===== src/rtl/operand_fwd_reg_if.sv =====
// Operand request, forwarding-source and registered-operand bundle for operand_fwd_reg.
// The master drives requests and forwards; the slave returns the registered operand.
interface operand_fwd_reg_if #(
   parameter int unsigned WIDTH   = 32,
   parameter int unsigned ADDR_W  = 5,
   parameter int unsigned NUM_SRC = 3,
   parameter int unsigned CNT_W   = 16
);
   localparam int unsigned SEL_W = $clog2(NUM_SRC + 1);

   logic                        in_valid;
   logic [ADDR_W-1:0]           in_addr;
   logic [WIDTH-1:0]            in_data;
   logic [NUM_SRC-1:0]          fwd_valid;
   logic [NUM_SRC*ADDR_W-1:0]   fwd_addr;
   logic [NUM_SRC*WIDTH-1:0]    fwd_data;
   logic                        stall;
   logic                        flush;
   logic                        out_valid;
   logic [WIDTH-1:0]            out_data;
   logic [SEL_W-1:0]            out_sel;
   logic [CNT_W-1:0]            fwd_count;

   modport master (
      output in_valid, in_addr, in_data, fwd_valid, fwd_addr, fwd_data, stall, flush,
      input  out_valid, out_data, out_sel, fwd_count
   );

   modport slave (
      input  in_valid, in_addr, in_data, fwd_valid, fwd_addr, fwd_data, stall, flush,
      output out_valid, out_data, out_sel, fwd_count
   );
endinterface


===== src/rtl/operand_fwd_reg.sv =====
// ID/EX operand selector: picks the register-file value or the youngest matching forward,
// registers it with stall/flush control, refreshes stalled operands, counts forwarded loads.
module operand_fwd_reg #(
   parameter int unsigned WIDTH   = 32,
   parameter int unsigned ADDR_W  = 5,
   parameter int unsigned NUM_SRC = 3,
   parameter int unsigned CNT_W   = 16
) (
   input  logic              clk,
   input  logic              reset,
   operand_fwd_reg_if.slave  bus
);
   localparam int unsigned SEL_W = $clog2(NUM_SRC + 1);
   localparam logic [CNT_W-1:0] CNT_MAX = {CNT_W{1'b1}};

   logic              out_valid_q, out_valid_d;
   logic [WIDTH-1:0]  out_data_q,  out_data_d;
   logic [SEL_W-1:0]  out_sel_q,   out_sel_d;
   logic [CNT_W-1:0]  fwd_count_q, fwd_count_d;
   logic [ADDR_W-1:0] hold_addr_q, hold_addr_d;

   logic [WIDTH-1:0]  sel_data;
   logic [SEL_W-1:0]  sel_idx;
   logic              ref_hit;
   logic [WIDTH-1:0]  ref_data;
   logic [SEL_W-1:0]  ref_idx;

   // Request selection; scanning high-to-low leaves the lowest matching index in place.
   always_comb begin
      sel_data = bus.in_data;
      sel_idx  = '0;
      for (int i = NUM_SRC - 1; i >= 0; i--) begin
         if (bus.fwd_valid[i] && (bus.fwd_addr[i*ADDR_W +: ADDR_W] == bus.in_addr)) begin
            sel_data = bus.fwd_data[i*WIDTH +: WIDTH];
            sel_idx  = SEL_W'(i + 1);
         end
      end
      if (bus.in_addr == '0) begin
         sel_data = '0;
         sel_idx  = '0;
      end
   end

   // Late-forward match against the held operand's address; x0 never matches.
   always_comb begin
      ref_hit  = 1'b0;
      ref_data = '0;
      ref_idx  = '0;
      for (int i = NUM_SRC - 1; i >= 0; i--) begin
         if (bus.fwd_valid[i] && (bus.fwd_addr[i*ADDR_W +: ADDR_W] == hold_addr_q)) begin
            ref_hit  = 1'b1;
            ref_data = bus.fwd_data[i*WIDTH +: WIDTH];
            ref_idx  = SEL_W'(i + 1);
         end
      end
      if (hold_addr_q == '0) begin
         ref_hit = 1'b0;
      end
   end

   // Next-state: flush beats stall; stall only refreshes from forwards.
   always_comb begin
      out_valid_d = out_valid_q;
      out_data_d  = out_data_q;
      out_sel_d   = out_sel_q;
      fwd_count_d = fwd_count_q;
      hold_addr_d = hold_addr_q;
      if (bus.flush) begin
         out_valid_d = 1'b0;
         out_data_d  = '0;
         out_sel_d   = '0;
         hold_addr_d = '0;
      end else if (!bus.stall) begin
         out_valid_d = bus.in_valid;
         out_data_d  = sel_data;
         out_sel_d   = sel_idx;
         hold_addr_d = bus.in_addr;
         if (bus.in_valid && (sel_idx != '0) && (fwd_count_q != CNT_MAX)) begin
            fwd_count_d = fwd_count_q + CNT_W'(1);
         end
      end else if (out_valid_q && ref_hit) begin
         out_data_d = ref_data;
         out_sel_d  = ref_idx;
      end
   end

   always_ff @(posedge clk or posedge reset) begin
      if (reset) begin
         out_valid_q <= 1'b0;
         out_data_q  <= '0;
         out_sel_q   <= '0;
         fwd_count_q <= '0;
         hold_addr_q <= '0;
      end else begin
         out_valid_q <= out_valid_d;
         out_data_q  <= out_data_d;
         out_sel_q   <= out_sel_d;
         fwd_count_q <= fwd_count_d;
         hold_addr_q <= hold_addr_d;
      end
   end

   assign bus.out_valid = out_valid_q;
   assign bus.out_data  = out_data_q;
   assign bus.out_sel   = out_sel_q;
   assign bus.fwd_count = fwd_count_q;
endmodule


===== src/flat_wrapper.sv =====
// flat-port wrapper written by rule: the top's interface ports become plain ports
module operand_fwd_reg_flat 
#(
   parameter int unsigned WIDTH   = 32,
   parameter int unsigned ADDR_W  = 5,
   parameter int unsigned NUM_SRC = 3,
   parameter int unsigned CNT_W   = 16
)
  (clk, reset, bus_in_valid, bus_in_addr, bus_in_data, bus_fwd_valid, bus_fwd_addr, bus_fwd_data, bus_stall, bus_flush, bus_out_valid, bus_out_data, bus_out_sel, bus_fwd_count);
  operand_fwd_reg_if #(.WIDTH(WIDTH), .ADDR_W(ADDR_W), .NUM_SRC(NUM_SRC), .CNT_W(CNT_W)) bus_i ();
  input  logic clk;
  input  logic reset;
  input wire logic [$bits(bus_i.in_valid)-1:0] bus_in_valid;
  input wire logic [$bits(bus_i.in_addr)-1:0] bus_in_addr;
  input wire logic [$bits(bus_i.in_data)-1:0] bus_in_data;
  input wire logic [$bits(bus_i.fwd_valid)-1:0] bus_fwd_valid;
  input wire logic [$bits(bus_i.fwd_addr)-1:0] bus_fwd_addr;
  input wire logic [$bits(bus_i.fwd_data)-1:0] bus_fwd_data;
  input wire logic [$bits(bus_i.stall)-1:0] bus_stall;
  input wire logic [$bits(bus_i.flush)-1:0] bus_flush;
  output wire logic [$bits(bus_i.out_valid)-1:0] bus_out_valid;
  output wire logic [$bits(bus_i.out_data)-1:0] bus_out_data;
  output wire logic [$bits(bus_i.out_sel)-1:0] bus_out_sel;
  output wire logic [$bits(bus_i.fwd_count)-1:0] bus_fwd_count;
  assign bus_i.in_valid = bus_in_valid;
  assign bus_i.in_addr = bus_in_addr;
  assign bus_i.in_data = bus_in_data;
  assign bus_i.fwd_valid = bus_fwd_valid;
  assign bus_i.fwd_addr = bus_fwd_addr;
  assign bus_i.fwd_data = bus_fwd_data;
  assign bus_i.stall = bus_stall;
  assign bus_i.flush = bus_flush;
  assign bus_out_valid = bus_i.out_valid;
  assign bus_out_data = bus_i.out_data;
  assign bus_out_sel = bus_i.out_sel;
  assign bus_fwd_count = bus_i.fwd_count;
  operand_fwd_reg #(.WIDTH(WIDTH), .ADDR_W(ADDR_W), .NUM_SRC(NUM_SRC), .CNT_W(CNT_W)) u_core (.clk(clk), .reset(reset), .bus(bus_i));
endmodule

===== config.mk =====
export PLATFORM = sky130hd
export DESIGN_NAME = operand_fwd_reg_flat
export DESIGN_NICKNAME = d
export VERILOG_FILES = /design/src/rtl/operand_fwd_reg_if.sv /design/src/rtl/operand_fwd_reg.sv /design/src/flat_wrapper.sv
export SDC_FILE = /design/constraint.sdc
export NUM_CORES = 1
export LEC_CHECK = 0
export CAP_MARGIN = 5
export CORE_MARGIN = 2
export CORE_UTILIZATION = 24
export DETAILED_ROUTE_END_ITERATION = 6
export PLACE_DENSITY = 0.62
export SLEW_MARGIN = 20
export SYNTH_ARGS = -nofsm -noshare
export SYNTH_HDL_FRONTEND = slang
export SYNTH_SLANG_ARGS = --single-unit

===== constraint.sdc =====
create_clock -name clk -period 2.55 [get_ports clk]
set_clock_uncertainty 0.15 [all_clocks]
set_input_delay 0.255 -clock clk [delete_from_list [all_inputs] [get_ports clk]]
set_output_delay 0.255 -clock clk [all_outputs]
set_load 0.05 [all_outputs]

Word-level counts from Yosys, hierarchy flattened

Cells that the tools add are included.

Flip-flop bits (word level): 56
Input bits: 156
Output and inout port bits: 51
Word-level logic and storage cells: 58

$add $sub $neg: 1
Equality and inequality tests: 9
Multiplexer cells: 28
Bitwise gates (word level): 2
Reduce and logical (&&, ||, !) cells: 13

Operator list:

| kind                  | count |
|---|---|
| $mux 32               | 10 |
| $eq 5x5->1            | 6 |
| $mux 2                | 10 |
| $add 16x1->16 const B | 1 |
| $ne 16x16->1 const B  | 1 |
| $logic_not 5->1       | 2 |
| $mux 5                | 2 |
| $logic_and 1x1->1     | 9 |
| $mux 1                | 6 |
| $ne 3x1->1 const B    | 1 |
| $reduce_and 3->1      | 1 |
| $ne 2x1->1 const B    | 1 |
| $not 1->1             | 2 |
| $reduce_bool 2->1     | 1 |

Depth between registers and ports, before layout

Gate-level depths: netlist of the first run.

Word-level depth: 10
Mapped depth: 9
Gate-level depth less buffers: 7

Worst setup path before layout of the first run

OpenSTA, ideal clock, no wires.

Path type: reg2reg
Start point: register u_core.fwd_count_q[0], in the netlist u_core.bus.fwd_count[0]
End point: register u_core.fwd_count_q[1], in the netlist u_core.bus.fwd_count[1]
Setup time: 127 ps
Arrival time: 1888 ps
Data required time: 2273 ps
Path slack: 384 ps
Cell stages (with the launch flop): 7
Path buffers: 0
Period minus slack after synthesis: 2166 ps
Cells stage by stage: dfrtp_1 -> ha_1 -> and3_1 -> nand3_1 -> nor2_1 -> a311oi_4 -> mux2_1

Longest elaborated chain between the ends: 3
Elaborated cells between the ends (all ways): 4
Those cells by class: add/sub (1); eq/ne (1); reduce/logical (2)

Ends and longest elaborated chain:

| element                                                               | RTL line              | text |
|---|---|---|
| from (decl)                                                           | operand_fwd_reg.sv:19 | `logic [CNT_W-1:0] fwd_count_q, fwd_count_d;` |
| from (signal assigned)                                                | operand_fwd_reg.sv:98 | `fwd_count_q <= fwd_count_d;` |
| parallel branches: the longest is 3 deep, another holds $add 16x1->16 | --                    |  |

Several ways; the timed one is not identified.
A chain may end at the register's enable or synchronous reset.

Worst setup path in the final report of the first run

Start point: register u_core.hold_addr_q[3]
End point: register u_core.out_data_q[12], in the netlist u_core.bus.out_data[12]

Longest elaborated chain between the ends: 8
Elaborated cells between the ends (all ways): 19
Those cells by class: eq/ne (4); mux (10); reduce/logical (5)

Ends and longest elaborated chain:

| element                                         | RTL line                                     | text |
|---|---|---|
| from (decl)                                     | operand_fwd_reg.sv:20                        | `logic [ADDR_W-1:0] hold_addr_q, hold_addr_d;` |
| from (signal assigned)                          | operand_fwd_reg.sv:99                        | `hold_addr_q <= hold_addr_d;` |
| $eq 5x5->1                                      | operand_fwd_reg.sv:50                        | `if (bus.fwd_valid[i] && (bus.fwd_addr[i*ADDR_W +: ADDR_W] == hold_addr_q)) begin` |
| $logic_and 1x1->1                               | operand_fwd_reg.sv:50                        |  |
| $mux 1 or $mux 32 (tied branches) (3 in series) | operand_fwd_reg.sv:50                        |  |
| $mux 1 or $mux 32 (tied branches)               | operand_fwd_reg.sv:56, operand_fwd_reg.sv:81 |  |
| $logic_and 1x1->1 or $mux 32 (tied branches)    | operand_fwd_reg.sv:81, operand_fwd_reg.sv:73 |  |
| $ne 3x1->1 (no line) or $mux 32 (tied branches) | --                                           |  |
| to (signal assigned)                            | operand_fwd_reg.sv:96                        | `out_data_q <= out_data_d;` |
| to (decl)                                       | operand_fwd_reg.sv:17                        | `logic [WIDTH-1:0] out_data_q, out_data_d;` |

Several ways; a longest one is shown, not always the timed one. The select of a mux whose other input is x is not followed.

==> impl_metrics.json, run 1 <==
{
  "drt_iter0_drc": 205,
  "initial_core_util_pct": 24.6,
  "p_int_uw": 1910,
  "yosysUniqueCellTypes": 44,
  "synthCells": 453,
  "grt_setup_unrepaired": "false",
  "numCtsBuffers": 5,
  "maxCapViolations": 0,
  "crit_path_start": "u_core.hold_addr_q[3]$_DFFE_PP0P_",
  "cts_max_path_buffers": 2,
  "tightest_slew_ps": 633,
  "fmax_mhz": 413,
  "cts_tree": "done",
  "dr_total_vias": 4733,
  "end_kind": "flip-flop",
  "p_clk_share_pct": 24.8,
  "drt-pass1-iter-count": 4,
  "cts_setup_buffers": 0,
  "n_fill_cell": 1662,
  "port_buffers": 206,
  "path_clk_slew_ps": 80,
  "synth-edff-count": 0,
  "antenna_found_initial": 0,
  "period_share_pct": 94.9,
  "synth_area_mm2": 0.00425,
  "cp_max_fo": 17,
  "io_pins": 207,
  "dieArea_mm2": 0.0188,
  "required_ps": 2630,
  "grt.total_usage_pct": 17.6,
  "synth-seq-area-share_pct": 33.0,
  "drc": 0,
  "synth_fp_nets": 610,
  "viasPerCell": 5.31,
  "combPwrFrac_pct": 40.4,
  "outcome": "completed",
  "cts_htree_levels": 2,
  "worst_slack_ps": 129,
  "grt_pass1_vias": 4937,
  "area_growth_pct": 64.0,
  "cp-endpoint": "u_core.bus.out_data[12]$_DFFE_PP0P_",
  "rows": 48,
  "r2r_end": "u_core.bus.out_data[12]$_DFFE_PP0P_",
  "diodes": 0,
  "switching_share_pct": 36.2,
  "finalHoldViolCount": 0,
  "layout_commonest_cell": "clkdlybuf4s50_1",
  "grt_max_degree": 40,
  "syn_avg_cell_area_um2": 9.38,
  "grt_pass1_wl_um": 25500,
  "place.gp.congestion": 0.902,
  "cts-root-buf": "clkbuf_16",
  "synthArstFlopShare_pct": 100,
  "routed_wl_um": 16700,
  "die_w_um": 137,
  "critPathArrivalTime_ps": 2500,
  "powerDensity_mw_per_mm2": 429,
  "drive_gt1_share_pct": 9.90,
  "core_mm2": 0.0173,
  "clock-sinks": 56,
  "stdcell_area_mm2": 0.00697,
  "power_switching_uw": 1080,
  "die_y_um": 137,
  "period_needed_ps": 2420,
  "worstSetupStartpointType": "flip-flop",
  "maxSlewViolCount": 0,
  "dp.final_hpwl_um": 12900,
  "pre_cts_ws_ps": -112,
  "cts_resized": 0,
  "hold_buffers": 0,
  "r2r_slack_ps": 130,
  "dpl_cell_area_mm2": 0.00682,
  "slew_headroom_pct": 57.6,
  "finalSetupViolations": 0,
  "nets": 823,
  "seqPwrFrac_pct": 34.8,
  "grt_overflow_total": 0,
  "vdd_drop_max_mv": 0.294,
  "drtAntennaViolNets": 0,
  "insertion_delay_ps": 300,
  "r2r_start": "u_core.hold_addr_q[3]$_DFFE_PP0P_",
  "reg2regPathDepth": 8,
  "synth_ff_type": "dfrtp_1",
  "path_class": "reg -> reg",
  "total_leakage_power_uw": 0.00283,
  "min_path_type": "in -> async",
  "mostFrequentLayoutCells": "206 x clkdlybuf4s50_1, 63 x a2bb2oi_1, 56 x dfrtp_1, 42 x nor2_1, 38 x mux2i_1",
  "synth_warnings": 0,
  "ys_ff_latch": 56,
  "routedWlPerCell_um": 18.7
}
[critical path, stage by stage, from the launching register on]
cell and delay (ps):
dfrtp_1 460, xor2_1 200, nor4_1 330, buf_4 170, o2111a_1 260, buf_4 290, a221oi_1 140, a2bb2oi_1 160
a31oi_1 180
[worst min-delay path by stage]
| stage | slack, ps | to | startpoint |
|---|---|---|---|
| 2_1_floorplan | 260 | u_core.bus.out_valid$_DFFE_PP0P_ | bus_in_valid |
| 3_3_place_gp | 320 | u_core.bus.out_sel[1]$_DFFE_PP0P_ | u_core.bus.out_sel[1]$_DFFE_PP0P_ |
| 3_5_place_dp | 340 | u_core.bus.fwd_count[6]$_DFFE_PP0P_ | u_core.bus.fwd_count[6]$_DFFE_PP0P_ |
| 4_1_cts | 100 | u_core.bus.out_data[20]$_DFFE_PP0P_ | reset |
| 5_1_grt | 120 | u_core.bus.fwd_count[2]$_DFFE_PP0P_ | reset |
| 6_report | 100 | u_core.bus.out_data[20]$_DFFE_PP0P_ | reset |
[layout make-up]
cell class	instances	area (um2)	area share, %
Tap cell	225	282	4.04
Timing Repair Buffer	248	2450	35.2
Clock inverter	3	27.5	0.395
Multi-Input combinational cell	354	2680	38.4
Sequential cell	56	1400	20.1
Inverter	1	3.75	0.0538
Clock buffer	5	125	1.79
[registers in the layout (all words and copies together), names as in the netlist]
signal	count
u_core.bus.out_valid	1
u_core.bus.fwd_count	16
u_core.bus.out_data	32
u_core.hold_addr_q	5
u_core.bus.out_sel	2
[synth_stat cells (all sizes together), types with 6 or more instances]
master | n | area (um2)
dfrtp | 56 | 1400
a2bb2oi | 63 | 552
and3 | 6 | 37.5
a221oi | 31 | 272
nand3 | 13 | 90.1
xor2 | 22 | 193
a31oi | 32 | 200
nor2 | 45 | 169
nand2 | 10 | 37.5
xnor2 | 23 | 201
mux2i | 38 | 380
clkbuf | 21 | 80.1
o21ai | 35 | 175
buf | 21 | 111
[power by group through the flow]
| stage | combinational, uW | sequential, uW | clock [uW] |
|---|---|---|---|
| 2_1_floorplan | 328 | 1350 | 0 |
| 3_5_place_dp | 1210 | 1060 | 0 |
| 5_1_grt | 1280 | 1060 | 818 |
| 4_1_cts | 1210 | 1040 | 775 |
| 6_report | 1210 | 1040 | 741 |
| 3_3_place_gp | 1200 | 1060 | 0 |
[per-layer routing]
layer	track usage, %	wire length [um]
met5	0	0
met4	7.16	408
met3	4.52	1440
met2	30.3	8000
met1	20.8	6810
[kinds of logic after synthesis]
family          Yosys count  share of synthesized area (%)
flops                    56                           33.0
mux                      39                           9.21
simple gates             94                           11.9
fa+ha+maj                 1                          0.294
xor+xnor                 45                           9.27
compound gates          175                           31.8
buf+inv                  43                           4.59
[through the flow]
stage          setup TNS (ps)  power, uW  instances  hold WS [ps]  utilization (%)
2_1_floorplan               0       1680        453           258                -
3_3_place_gp            -2970       2260        884           323             39.4
3_5_place_dp            -3700       2270        884           340             39.4
4_1_cts                     0       3030        892           105             40.3
5_1_grt                     0       3150        892           123             40.3
6_report                    0       2990        892           104             40.3
(Power assumes the default switching activity.)
==> run 2: changes to the inputs <==
Settings changed: SLEW_MARGIN 20 to not set.
==> results of run 2 <==
Final layout, timing and power as in run 1 (identical DEF).
